### config.mk
export PLATFORM = sky130hd
export DESIGN_NAME = note_sequencer
export DESIGN_NICKNAME = d
export VERILOG_FILES = /design/src/rtl/note_sequencer.sv
export SDC_FILE = /design/constraint.sdc
export NUM_CORES = 1
export LEC_CHECK = 0
export ABC_AREA = 1
export CORE_MARGIN = 4
export CORE_UTILIZATION = 55
export CTS_CLUSTER_DIAMETER = 50
export DETAILED_ROUTE_END_ITERATION = 7
export PLACE_DENSITY = 0.77
export SYNTH_ARGS = -nofsm -noshare
export SYNTH_HDL_FRONTEND = slang
export SYNTH_SLANG_ARGS = --single-unit
### constraint.sdc
create_clock -name clk -period 3.4 [get_ports clk]
set_input_delay 0.85 -clock clk [delete_from_list [all_inputs] [get_ports clk]]
set_output_delay 0.85 -clock clk [all_outputs]
set_load 0.01 [all_outputs]
### src/rtl/note_sequencer.sv
// note_sequencer: stores up to DEPTH 4-bit note entries and plays them back in
// write order, presenting each entry for STEP_CYCLES clock cycles.
// Build option: define NOTE_SEQ_LOOP_EN to loop playback forever.
//   Without it, playback stops after the last entry.
// Ports:
//   clk, rst_n          clock, asynchronous active-low reset
//   wr_valid, wr_data   append one entry {tom, nota[2:0]}
//   wr_ready            write accepted this cycle (IDLE and memory not full)
//   clear               empty the memory (IDLE only)
//   start, pause, stop  playback control (pause is a level)
//   tom_out, notas_out  current note toward the display decoder
//   note_valid          high while a note is being presented
//   step_idx            index of the entry being presented
//   count               number of stored entries
//   done                one-cycle pulse at each end of sequence
module note_sequencer #(
    parameter int unsigned DEPTH       = 8,
    parameter int unsigned STEP_CYCLES = 16
) (
    input  logic                       clk,
    input  logic                       rst_n,
    input  logic                       wr_valid,
    input  logic [3:0]                 wr_data,
    output logic                       wr_ready,
    input  logic                       clear,
    input  logic                       start,
    input  logic                       pause,
    input  logic                       stop,
    output logic                       tom_out,
    output logic [2:0]                 notas_out,
    output logic                       note_valid,
    output logic [$clog2(DEPTH)-1:0]   step_idx,
    output logic [$clog2(DEPTH):0]     count,
    output logic                       done
);

    localparam int unsigned IW = $clog2(DEPTH);
    localparam int unsigned CW = IW + 1;
    localparam int unsigned TW = $clog2(STEP_CYCLES);

    typedef enum logic [1:0] {
        S_IDLE  = 2'd0,
        S_PLAY  = 2'd1,
        S_PAUSE = 2'd2
    } state_t;

    state_t          state;
    logic [TW-1:0]   timer;
    logic [3:0]      mem [DEPTH];

    logic            wr_fire;
    logic            last_tick;
    logic            last_entry;
    logic [IW-1:0]   next_idx;

    // Writes only land in IDLE with free space; clear takes precedence.
    assign wr_ready   = (state == S_IDLE) && (count < CW'(DEPTH));
    assign wr_fire    = wr_valid && wr_ready && !clear;
    assign last_tick  = (timer == TW'(STEP_CYCLES - 1));
    assign last_entry = ({1'b0, step_idx} == (count - CW'(1)));
    assign next_idx   = step_idx + IW'(1);

    // Note storage, no reset needed.
    always_ff @(posedge clk) begin
        if (wr_fire) begin
            mem[count[IW-1:0]] <= wr_data;
        end
    end

    // Playback FSM with registered outputs.
    always_ff @(posedge clk or negedge rst_n) begin
        if (!rst_n) begin
            state      <= S_IDLE;
            count      <= '0;
            timer      <= '0;
            step_idx   <= '0;
            note_valid <= 1'b0;
            tom_out    <= 1'b0;
            notas_out  <= '0;
            done       <= 1'b0;
        end else begin
            done <= 1'b0;
            case (state)
                S_IDLE: begin
                    if (clear) begin
                        count <= '0;
                    end else begin
                        if (wr_fire) begin
                            count <= count + CW'(1);
                        end
                        // count>0 is sampled before any same-cycle write lands.
                        if (start && (count != '0)) begin
                            state      <= S_PLAY;
                            timer      <= '0;
                            step_idx   <= '0;
                            note_valid <= 1'b1;
                            tom_out    <= mem[0][3];
                            notas_out  <= mem[0][2:0];
                        end
                    end
                end

                S_PLAY: begin
                    if (stop) begin
                        state      <= S_IDLE;
                        timer      <= '0;
                        step_idx   <= '0;
                        note_valid <= 1'b0;
                        tom_out    <= 1'b0;
                        notas_out  <= '0;
                    end else if (pause) begin
                        // Freeze on this edge: timer does not advance.
                        state <= S_PAUSE;
                    end else if (last_tick) begin
                        timer <= '0;
                        if (last_entry) begin
                            done <= 1'b1;
`ifdef NOTE_SEQ_LOOP_EN
                            step_idx  <= '0;
                            tom_out   <= mem[0][3];
                            notas_out <= mem[0][2:0];
`else
                            state      <= S_IDLE;
                            step_idx   <= '0;
                            note_valid <= 1'b0;
                            tom_out    <= 1'b0;
                            notas_out  <= '0;
`endif
                        end else begin
                            step_idx  <= next_idx;
                            tom_out   <= mem[next_idx][3];
                            notas_out <= mem[next_idx][2:0];
                        end
                    end else begin
                        timer <= timer + TW'(1);
                    end
                end

                S_PAUSE: begin
                    if (stop) begin
                        state      <= S_IDLE;
                        timer      <= '0;
                        step_idx   <= '0;
                        note_valid <= 1'b0;
                        tom_out    <= 1'b0;
                        notas_out  <= '0;
                    end else if (!pause) begin
                        state <= S_PLAY;
                    end
                end

                default: begin
                    state      <= S_IDLE;
                    timer      <= '0;
                    step_idx   <= '0;
                    note_valid <= 1'b0;
                    tom_out    <= 1'b0;
                    notas_out  <= '0;
                end
            endcase
        end
    end

endmodule

==> insert_results.sql, run 1 <==
INSERT INTO impl_metrics (metric_group, metric, value, unit) VALUES
('route', 'drt_wl_total', '4.95', 'mm'),
('cts', 'clock_path_buffers', '2', ''),
('global_route', 'global_route.overflow_total', '0', ''),
('global_route', 'busiest_layer', 'met2', ''),
('placement', 'dp_hpwl', '3.68', 'mm'),
('layout', 'layout.area.seq', '1440', 'um^2'),
('die', 'die-height', '75.2', 'um'),
('setup_path', 'timing.critical_path.to_type', 'output pin', ''),
('die', 'std_cell_rows', '24', ''),
('cts', 'clk_lat_worst_skew', '310', 'ps'),
('timing', 'normalized_max_slew_margin', '0.425', ''),
('synthesis', 'yosys.cell_count.top_type', 'sky130_fd_sc_hd__nand2_1', ''),
('die', 'floorplan.core_area', '4350', 'um^2'),
('global_route', 'groute.usage.overall', '0.196', ''),
('timing', 'rsz0062_at_grt', 'no', ''),
('outcome', 'outcome', 'completed', ''),
('synthesis', 'synth_edf_count', '32', ''),
('setup_path', 'timing.critical_path.from_type', 'flop', ''),
('power', 'combPwrFrac', '0.421', ''),
('power', 'switching_power', '0.832', 'mW'),
('cts', 'cts-resized-gates', '0', ''),
('synthesis', 'synthTopCellsByCount', 'sky130_fd_sc_hd__nand2_1 (95), sky130_fd_sc_hd__nand3_1 (38), sky130_fd_sc_hd__edfxtp_1 (32), sky130_fd_sc_hd__dfrtp_1 (19), sky130_fd_sc_hd__inv_1 (16)', ''),
('route', 'detailedRoute.firstIterationViolations', '132', ''),
('die', 'die_width', '75.2', 'um'),
('synthesis', 'async_reset_ff_frac', '0.373', ''),
('setup_path', 'timing.setup.critical_path_class', 'flop to output pin', ''),
('route', 'post_drt_via_cell_ratio', '5.29', ''),
('power', 'leakage_power', '1.23', 'nW'),
('global_route', 'groute.layer.met3.usage', '0.0441', ''),
('layout', 'multi_input_comb_area', '946', 'um^2'),
('synthesis', 'ys_seq_area_frac', '0.579', ''),
('synthesis', 'yosysTopAreaCell', 'sky130_fd_sc_hd__edfxtp_1', ''),
('timing', 'timing.final.hold_violations', '0', ''),
('cts', 'cts.sink_count', '51', ''),
('global_route', 'grt_start_max_net_pins', '22', ''),
('die', 'initial_utilization', '0.570', ''),
('setup_path', 'crit_required', '2550', 'ps'),
('synthesis', 'synthesis.area', '2480', 'um^2'),
('synthesis', 'synthesis.instances', '258', ''),
('layout', 'ratio_of_cells_with_drive_above_1_in_the_final_layout', '0.108', ''),
('layout', 'antennaDiodeCount', '0', ''),
('cts', 'cts_post_setup_buffers_inserted', '0', ''),
('power', 'switching_power_share_of_the_total', '0.387', ''),
('die', 'boundaryPins', '25', ''),
('global_route', 'grt_antenna_before_repair', '0', ''),
('synthesis', 'post-synth-top-area-fraction', '0.387', ''),
('die', 'die_area', '5650', 'um^2'),
('timing', 'timing.final.crit_share', '0.733', ''),
('setup_path', 'worstPathArrival', '1640', 'ps'),
('route', 'drt_drc_violations_left', '0', ''),
('route', 'antenna_viol_nets_final', '0', ''),
('synthesis', 'synth_cell_type_count', '27', ''),
('min_path', 'kind_of_path_behind_the_tightest_hold_check', 'flop to flop', ''),
('synthesis', 'postSynth.topFlopCell', 'sky130_fd_sc_hd__edfxtp_1', ''),
('timing', 'setup_tns_final', '0', 'ps'),
('global_route', 'grtUsageMet1', '0.252', ''),
('global_route', 'grtUsageMet2', '0.334', ''),
('flow_run', 'max_cap_viols', '0', ''),
('power', 'p_total', '2.15', 'mW'),
('global_route', 'first_global_vias', '1733', ''),
('route', 'drt_pass1_iterations', '5', ''),
('cts', 'clkTransAtPathRegs', '100', 'ps'),
('layout', 'num-fill-cells', '343', ''),
('placement', 'port_buffers', '24', ''),
('route', 'wl_per_cell', '14.6', 'um'),
('timing', 'report.final.slew_viol_count', '0', ''),
('cts', 'ctsRootBufferMaster', 'sky130_fd_sc_hd__clkbuf_8', ''),
('route', 'num_vias', '1795', ''),
('cts', 'cts_made_buffers', '5', ''),
('power', 'clock_power_share', '0.198', ''),
('timing', 'worst_slew_pin_slew', '860', 'ps');
[worst paths after layout]
path,endpoint,from,depth (start not counted)
min in group asynchronous,note_valid,rst_n,1
worst max register to register,mem[5][3],state[0],5
max in group asynchronous,count[2],rst_n,1
worst max-delay path,wr_ready,state[0],2
worst min-delay path,note_valid,note_valid,2
worst min register to register,note_valid,note_valid,2
[worst max-delay path, stage by stage, from the launching register on]
cell and delay (ps):
sky130_fd_sc_hd__dfrtp_1 450, sky130_fd_sc_hd__nor3_1 290, sky130_fd_sc_hd__clkdlybuf4s50_1 590
[metal layers]
metal,part of all wire,vias up
met2,0.50,60
met4,0.0091,0
met3,0.052,7
li1,-,914
met1,0.44,814
met5,0,-
[registers in the layout, summed over array words and instances (netlist names)]
| signal | flops |
|---|---|
| notas_out | 3 |
| done | 1 |
| state | 2 |
| step_idx | 3 |
| mem | 32 |
| count | 4 |
| tom_out | 1 |
| note_valid | 1 |
| timer | 4 |
[cells by family (layout without fill, tap and decap cells)]
kind of cell    after synthesis  after routing  synth area share
compound gates               10             10            0.0222
xor+xnor                      4              4            0.0141
fa+ha+maj                     4              4            0.0202
buf+inv                      23             52            0.0398
flops                        51             51             0.579
simple gates                166            166             0.325
[metrics by stage]
stage	utilization	setup slack (ps)	hold WS, ps	cells	area [um^2]
3_5_place_dp	0.635	923	471	331	2770
2_1_floorplan	-	1520	468	258	2480
4_1_cts	0.662	908	496	339	2880
5_1_grt	0.662	861	506	339	2880
6_report	0.662	906	494	339	2880
3_3_place_gp	0.635	959	463	331	2770
[area by class of cell]
class	count	area share
flip-flops and latches	51	0.498
multi-input cells	184	0.328
repair buffers	25	0.0859
inverters	19	0.0247
clock buffers	5	0.0239
well taps	52	0.0226
clock inverters	3	0.0165
[power by group through the flow]
stage               Combinational [mW]  Sequential [mW]  Clock [mW]
finish                           0.905            0.818       0.426
global route                      1.03            0.829       0.466
CTS                              0.910            0.819       0.433
detailed placement               0.906            0.832           0
global placement                 0.889            0.829           0
floorplan                        0.645            0.839           0
[placed cells by master (no fill, tap or decap)]
cell,Yosys,routed
sky130_fd_sc_hd__a21oi_1,2,2
sky130_fd_sc_hd__buf_4,3,1
sky130_fd_sc_hd__bufinv_16,0,1
sky130_fd_sc_hd__clkbuf_8,0,5
sky130_fd_sc_hd__clkdlybuf4s50_1,0,24
sky130_fd_sc_hd__clkinv_4,0,1
sky130_fd_sc_hd__dfrtp_1,19,19
sky130_fd_sc_hd__edfxtp_1,32,32
sky130_fd_sc_hd__ha_1,4,4
sky130_fd_sc_hd__inv_1,16,16
sky130_fd_sc_hd__inv_2,3,3
sky130_fd_sc_hd__inv_6,0,1
sky130_fd_sc_hd__nand2_1,95,95
sky130_fd_sc_hd__nand2_2,5,5
sky130_fd_sc_hd__nand2_4,5,5
sky130_fd_sc_hd__nand3_1,38,38
sky130_fd_sc_hd__nand3_2,2,2
sky130_fd_sc_hd__nand4_1,1,1
sky130_fd_sc_hd__nand4_2,1,1
sky130_fd_sc_hd__nor2_1,7,7
sky130_fd_sc_hd__nor2_2,2,2
sky130_fd_sc_hd__nor2_4,2,2
sky130_fd_sc_hd__nor2_8,2,2
sky130_fd_sc_hd__nor3_1,5,5
sky130_fd_sc_hd__nor4_1,1,1
sky130_fd_sc_hd__o21a_1,1,1
sky130_fd_sc_hd__o21ai_0,4,4
sky130_fd_sc_hd__o21ai_1,1,1
sky130_fd_sc_hd__o22ai_1,2,2
sky130_fd_sc_hd__xnor2_1,3,3
sky130_fd_sc_hd__xor2_1,1,1
(Power assumes the default switching activity.)
==> run 2, diff against run 1 <==
- CORE_UTILIZATION: 55 -> 51
- PLACE_DENSITY: 0.77 -> 0.76
- clock period: 3.4 -> 2.2 ns (I/O delays scaled with it)
==> run 2 against run 1 <==
Against the previous run: hold slack improved by 3.8 ps; largest cell class unchanged; critical path type unchanged; power up 51%; critical endpoint unchanged; final cell count is 6.5% higher; first-iteration DRC count is 36% lower; wire length down 0.18%; worst setup slack worse by 820 ps.
==> insert_results.sql, run 2 (synthesized netlist as in run 1, its figures left out) <==
INSERT INTO impl_metrics (metric_group, metric, value, unit) VALUES
('outcome', 'outcome', 'completed', ''),
('setup_path', 'timing.critical_path.from_type', 'flop', ''),
('placement', 'port_buffers', '24', ''),
('route', 'drt_pass1_iterations', '4', ''),
('timing', 'timing.final.crit_share', '0.960', ''),
('layout', 'largest_register_ff_count', '32', ''),
('cts', 'h-tree-depth', '2', ''),
('power', 'switching_power_share_of_the_total', '0.403', ''),
('min_path', 'kind_of_path_behind_the_tightest_hold_check', 'flop to flop', ''),
('timing', 'timing.final.hold_violations', '0', ''),
('die', 'floorplan.core_area', '4720', 'um^2'),
('timing', 'setup_tns_final', '0', 'ps'),
('timing', 'post-route-min-period', '2110', 'ps'),
('setup_path', 'reg2reg_setup_slack', '330', 'ps'),
('placement', 'routabilityCongestion', '0.810', ''),
('layout', 'end_of_flow_core_utilization', '0.623', ''),
('timing', 'finalSetupViolations', '0', ''),
('power', 'combPwrFrac', '0.433', ''),
('die', 'boundaryPins', '25', ''),
('cts', 'clk_lat_worst_skew', '310', 'ps'),
('layout', 'most-common-layout-cells', 'sky130_fd_sc_hd__nand2_1 (95), sky130_fd_sc_hd__nand3_1 (38), sky130_fd_sc_hd__edfxtp_1 (32), sky130_fd_sc_hd__clkdlybuf4s50_1 (24), sky130_fd_sc_hd__dfrtp_1 (19)', ''),
('cts', 'cts-hold-fix-buffers', '0', ''),
('layout', 'areaGrowthSynthToFinish', '18.5', '%'),
('setup_path', 'worstPathMaxFanout', '4', ''),
('timing', 'rsz0062_at_grt', 'no', ''),
('power', 'p_seq_frac', '0.391', ''),
('die', 'std_cell_rows', '25', ''),
('route', 'detailedRoute.firstIterationViolations', '85', ''),
('die', 'die-height', '77.8', 'um'),
('timing', 'report.final.slew_viol_count', '0', ''),
('layout', 'finalInstanceArea', '2940', 'um^2'),
('route', 'post_drt_via_cell_ratio', '5.01', ''),
('global_route', 'groute.usage.overall', '0.183', ''),
('layout', 'final_common_cell', 'sky130_fd_sc_hd__nand2_1', ''),
('setup_path', 'timing.setup.critical_path_class', 'flop to output pin', ''),
('route', 'antenna_viol_nets_final', '0', ''),
('global_route', 'grt_antenna_before_repair', '0', ''),
('route', 'num_vias', '1807', ''),
('timing', 'normalized_max_slew_margin', '0.743', ''),
('setup_path', 'timing.critical_path.to_type', 'output pin', ''),
('global_route', 'wire_length_of_the_first_global_routing_pass', '8.65', 'mm'),
('cts', 'cts_made_buffers', '5', ''),
('power', 'switching_power', '1.31', 'mW'),
('global_route', 'grt_start_max_net_pins', '21', ''),
('power', 'internal_cell_power', '1.94', 'mW'),
('layout', 'ratio_of_cells_with_drive_above_1_in_the_final_layout', '0.133', ''),
('placement', 'dp_hpwl', '3.54', 'mm'),
('cts', 'cts.sink_count', '51', ''),
('flow_run', 'max_cap_viols', '0', ''),
('layout', 'fin_nets', '308', ''),
('cts', 'cts_post_setup_buffers_inserted', '0', ''),
('cts', 'clock_path_buffers', '2', ''),
('global_route', 'first_global_vias', '1820', ''),
('layout', 'num-fill-cells', '392', ''),
('cts', 'ctsRootBufferMaster', 'sky130_fd_sc_hd__clkbuf_8', ''),
('route', 'wl_per_cell', '13.7', 'um'),
('power', 'pwr_density_cell', '1100', 'nW/um^2'),
('setup_path', 'crit_required', '1650', 'ps'),
('placement', 'dpl_cell_area', '2840', 'um^2'),
('global_route', 'global_route.overflow_total', '0', ''),
('timing', 'worst_slew_pin_slew', '384', 'ps'),
('power', 'leakage_power', '1.26', 'nW'),
('timing', 'finClkSkew', '4.81', 'ps'),
('die', 'initial_utilization', '0.525', ''),
('timing', 'max_clock_freq', '0.474', 'GHz'),
('route', 'drt_wl_total', '4.94', 'mm'),
('die', 'die_area', '6050', 'um^2'),
('die', 'die_width', '77.8', 'um'),
('route', 'drt_drc_violations_left', '0', ''),
('layout', 'antennaDiodeCount', '0', ''),
('setup_path', 'worstPathArrival', '1560', 'ps'),
('power', 'ir_worst_vdd', '0.533', 'mV'),
('power', 'clock_power_share', '0.175', ''),
('cts', 'tritoncts', 'done', ''),
('cts', 'clkTransAtPathRegs', '100', 'ps');
run 2: cell types whose count changed in the layout (fill, tap and decap cells not counted), sizes merged:
cell,change
buf,+7
bufinv,-1
clkinv,+1
run 2: repair_timing:
item	in CTS	in global routing
resized for setup	0	1
endpoints found under the hold margin	0	0
setup endpoints to repair	0	1
run 2: layout make-up:
cell class	instances	area (um^2)	share of cell area
sequential	51	1440	0.489
multi-input combinational	184	951	0.323
timing repair buffer	32	300	0.102
tap	67	83.8	0.0285
inverter	19	71.3	0.0243
clock buffer	5	68.8	0.0234
clock inverter	3	28.8	0.00979
run 2: worst paths after layout:
check / start / end / cells past startpoint
setup reg to reg: step_idx[1] / notas_out[0] / 9
hold reg to reg: note_valid / note_valid / 2
hold / removal: note_valid / note_valid / 2
setup / recovery: state[0] / wr_ready / 2
min in group asynchronous: rst_n / notas_out[2] / 2
max in group asynchronous: rst_n / step_idx[0] / 2
run 2: layer usage:
layer / track usage / routed length [um] / vias up
met5: 0 / 0 / -
met4: 0.0605 / 80 / 0
met3: 0.0406 / 190 / 9
met2: 0.296 / 2420 / 31
met1: 0.244 / 2250 / 836
li1: - / - / 931
run 2: through the flow:
| stage | total power [mW] | hold slack, ps | instances | worst slack, ps |
|---|---|---|---|---|
| 3_5_place_dp | 2.69 | 475 | 353 | 116 |
| 5_1_grt | 3.50 | 531 | 361 | 27.5 |
| 4_1_cts | 3.26 | 499 | 361 | 11.0 |
| 2_1_floorplan | 2.29 | 254 | 258 | 315 |
| 6_report | 3.24 | 498 | 361 | 88.9 |
| 3_3_place_gp | 2.66 | 468 | 353 | 156 |
run 2: critical path, stage by stage (launching register included):
cell and delay [ps]:
sky130_fd_sc_hd__dfrtp_1 460, sky130_fd_sc_hd__nor3_2 230, sky130_fd_sc_hd__clkdlybuf4s50_1 560
run 2: power by group through the flow:
stage | clock [mW] | combinational [mW] | sequential, mW
2_1_floorplan | 0 | 0.996 | 1.30
3_3_place_gp | 0 | 1.37 | 1.28
3_5_place_dp | 0 | 1.40 | 1.29
4_1_cts | 0.586 | 1.41 | 1.27
5_1_grt | 0.630 | 1.58 | 1.29
6_report | 0.569 | 1.41 | 1.27
==> run 3, diff against run 2 <==
- CORE_ASPECT_RATIO: not set -> 2
- PLACE_DENSITY: 0.76 -> 0.8
==> run 3 against run 2 <==
Against the previous run: clock power fell by 2%; register-to-register slack gained 150 ps; count of clock-buffer cells in the layout is the same; worst setup slack better by 5.7 ps; sequential cell count unchanged; via count increased by 3.9%; design area rose by 0.47%; combinational power grew 5%; maximum frequency up 0.27%; largest power group unchanged; utilization rose by 1.4 points; wire length grew 6.4%.
==> insert_results.sql, run 3 (synthesized netlist as in run 1, its figures left out) <==
INSERT INTO impl_metrics (metric_group, metric, value, unit) VALUES
('outcome', 'outcome', 'completed', ''),
('setup_path', 'worstPathArrival', '1560', 'ps'),
('timing', 'timing.final.hold_violations', '0', ''),
('setup_path', 'crit_path_top_delay_cell', 'sky130_fd_sc_hd__clkdlybuf4s50_1', ''),
('power', 'ir_worst_vdd', '0.760', 'mV'),
('layout', 'most-common-layout-cells', 'sky130_fd_sc_hd__nand2_1 (95), sky130_fd_sc_hd__nand3_1 (38), sky130_fd_sc_hd__edfxtp_1 (32), sky130_fd_sc_hd__clkdlybuf4s50_1 (24), sky130_fd_sc_hd__dfrtp_1 (18)', ''),
('setup_path', 'reg2reg_setup_slack', '480', 'ps'),
('power', 'combPwrFrac', '0.450', ''),
('layout', 'fin_nets', '312', ''),
('die', 'die_area', '6110', 'um^2'),
('route', 'wl_per_cell', '14.9', 'um'),
('timing', 'setup_tns_final', '0', 'ps'),
('route', 'drt_pass1_iterations', '4', ''),
('placement', 'routabilityCongestion', '0.820', ''),
('layout', 'ratio_of_cells_with_drive_above_1_in_the_final_layout', '0.148', ''),
('layout', 'num-fill-cells', '416', ''),
('die', 'die_width', '57.3', 'um'),
('setup_path', 'timing.critical_path.to_type', 'output pin', ''),
('min_path', 'timing.hold.worst.start', 'note_valid', ''),
('timing', 'normalized_max_slew_margin', '0.760', ''),
('power', 'internal_cell_power', '1.97', 'mW'),
('route', 'route.met3.wl', '117', 'um'),
('min_path', 'number_of_cells_on_the_worst_hold_path', '2', ''),
('route', 'drt_drc_violations_left', '0', ''),
('route', 'met1_wirelength', '1.78', 'mm'),
('route', 'detailedRoute.firstIterationViolations', '59', ''),
('power', 'switching_power_share_of_the_total', '0.402', ''),
('die', 'die-height', '107', 'um'),
('route', 'wl_met2', '3.26', 'mm'),
('route', 'drt_wl_total', '5.26', 'mm'),
('global_route', 'global_route.overflow_total', '0', ''),
('layout', 'antennaDiodeCount', '0', ''),
('cts', 'cts_made_buffers', '5', ''),
('layout', 'final_common_cell', 'sky130_fd_sc_hd__nand2_1', ''),
('setup_path', 'worstPathMaxFanout', '4', ''),
('timing', 'rsz0062_at_grt', 'no', ''),
('cts', 'cts-hold-fix-buffers', '0', ''),
('layout', 'largest_register_ff_count', '32', ''),
('power', 'clock_power_share', '0.169', ''),
('setup_path', 'worst_r2r_endpoint', 'notas_out[0]', ''),
('setup_path', 'cpPeakStageDelay', '570', 'ps'),
('flow_run', 'max_cap_viols', '0', ''),
('power', 'switching_power', '1.32', 'mW'),
('cts', 'h-tree-depth', '2', ''),
('global_route', 'first_global_vias', '1955', ''),
('setup_path', 'crit_required', '1650', 'ps'),
('global_route', 'wire_length_of_the_first_global_routing_pass', '8.78', 'mm'),
('layout', 'areaGrowthSynthToFinish', '19.1', '%'),
('setup_path', 'rr_startpoint', 'step_idx[0]', ''),
('min_path', 'whs_endpoint', 'note_valid', ''),
('timing', 'finClkSkew', '12.4', 'ps'),
('cts', 'cts_post_setup_buffers_inserted', '0', ''),
('route', 'antenna_viol_nets_final', '0', ''),
('placement', 'port_buffers', '24', ''),
('cts', 'cts-resized-gates', '0', ''),
('timing', 'max_clock_freq', '0.475', 'GHz'),
('cts', 'cts.sink_count', '51', ''),
('power', 'p_seq_frac', '0.382', ''),
('cts', 'clkTransAtPathRegs', '100', 'ps'),
('cts', 'tritoncts', 'done', ''),
('die', 'floorplan.core_area', '4640', 'um^2'),
('die', 'initial_utilization', '0.535', ''),
('timing', 'timing.final.crit_share', '0.957', ''),
('power', 'pwr_density_cell', '1120', 'nW/um^2'),
('timing', 'finalSetupViolations', '0', ''),
('timing', 'report.final.slew_viol_count', '0', ''),
('cts', 'clk_lat_worst_skew', '310', 'ps'),
('cts', 'ctsRootBufferMaster', 'sky130_fd_sc_hd__clkbuf_8', ''),
('setup_path', 'timing.setup.critical_path_class', 'flop to output pin', ''),
('min_path', 'kind_of_path_behind_the_tightest_hold_check', 'flop to flop', ''),
('route', 'post_drt_via_cell_ratio', '5.32', ''),
('power', 'p_total', '3.30', 'mW'),
('setup_path', 'crit_path_cell_trace', 'nor3_2 > clkdlybuf4s50_1', ''),
('route', 'maxUsedRoutingLayer', 'met4', ''),
('global_route', 'grt_start_max_net_pins', '20', ''),
('die', 'std_cell_rows', '35', ''),
('setup_path', 'timing.reg2reg.worst_path_depth', '9', ''),
('route', 'num_vias', '1878', ''),
('power', 'leakage_power', '1.28', 'nW'),
('die', 'boundaryPins', '25', ''),
('cts', 'clock_path_buffers', '2', ''),
('placement', 'dp_hpwl', '4.13', 'mm'),
('layout', 'end_of_flow_core_utilization', '0.636', ''),
('global_route', 'grt_antenna_before_repair', '0', ''),
('setup_path', 'timing.critical_path.from_type', 'flop', ''),
('timing', 'worst_slew_pin_slew', '359', 'ps'),
('timing', 'post-route-min-period', '2110', 'ps'),
('global_route', 'groute.usage.overall', '0.191', '');
==> run 3: critical path: cells and delay by family (launching register included) <==
family,cells,cell delay [ps]
buffers and inverters,1,570
flip-flops,1,460
AND/OR/NAND/NOR,1,220
==> run 3: routing by layer <==
metal / vias up / global-route usage
li1: 935 / -
met3: 8 / 0.0313
met2: 28 / 0.387
met1: 907 / 0.177
met5: - / 0
met4: 0 / 0.0779
==> run 3: area by class of cell <==
class                      count  area, um^2  share of cell area
clock inverter                 3        26.3             0.00889
inverter                      19        71.3              0.0241
tap                           55        68.8              0.0233
multi-input combinational    184         951               0.322
clock buffer                   5        68.8              0.0233
timing repair buffer          36         330               0.112
sequential                    51        1440               0.487
==> run 3: how the worst max path moves through the flow <==
stage,startpoint,endpoint,slack (ps),cells after the start
6_report,state[0],wr_ready,90,2
5_1_grt,state[1],wr_ready,30,2
4_1_cts,state[0],wr_ready,20,2
3_5_place_dp,stop,note_valid,60,8
3_3_place_gp,stop,note_valid,130,8
2_1_floorplan,state[0],mem[4][0],320,5
==> run 3: per-stage QoR <==
stage                     hold WS, ps  cell area, um^2  std cells  setup slack (ps)
after floorplan                   254             2480        258               315
after global placement            467             2850        345               130
after detailed placement          470             2850        345              61.3
after CTS                         494             2950        353              23.5
after global routing              531             2950        353              29.3
final                             489             2950        353              94.6
==> run 3: power groups by stage <==
stage	Clock [mW]	Sequential [mW]	Combinational [mW]
2_1_floorplan	0	1.30	0.996
3_3_place_gp	0	1.27	1.46
3_5_place_dp	0	1.28	1.49
4_1_cts	0.571	1.26	1.49
5_1_grt	0.610	1.28	1.66
6_report	0.556	1.26	1.48
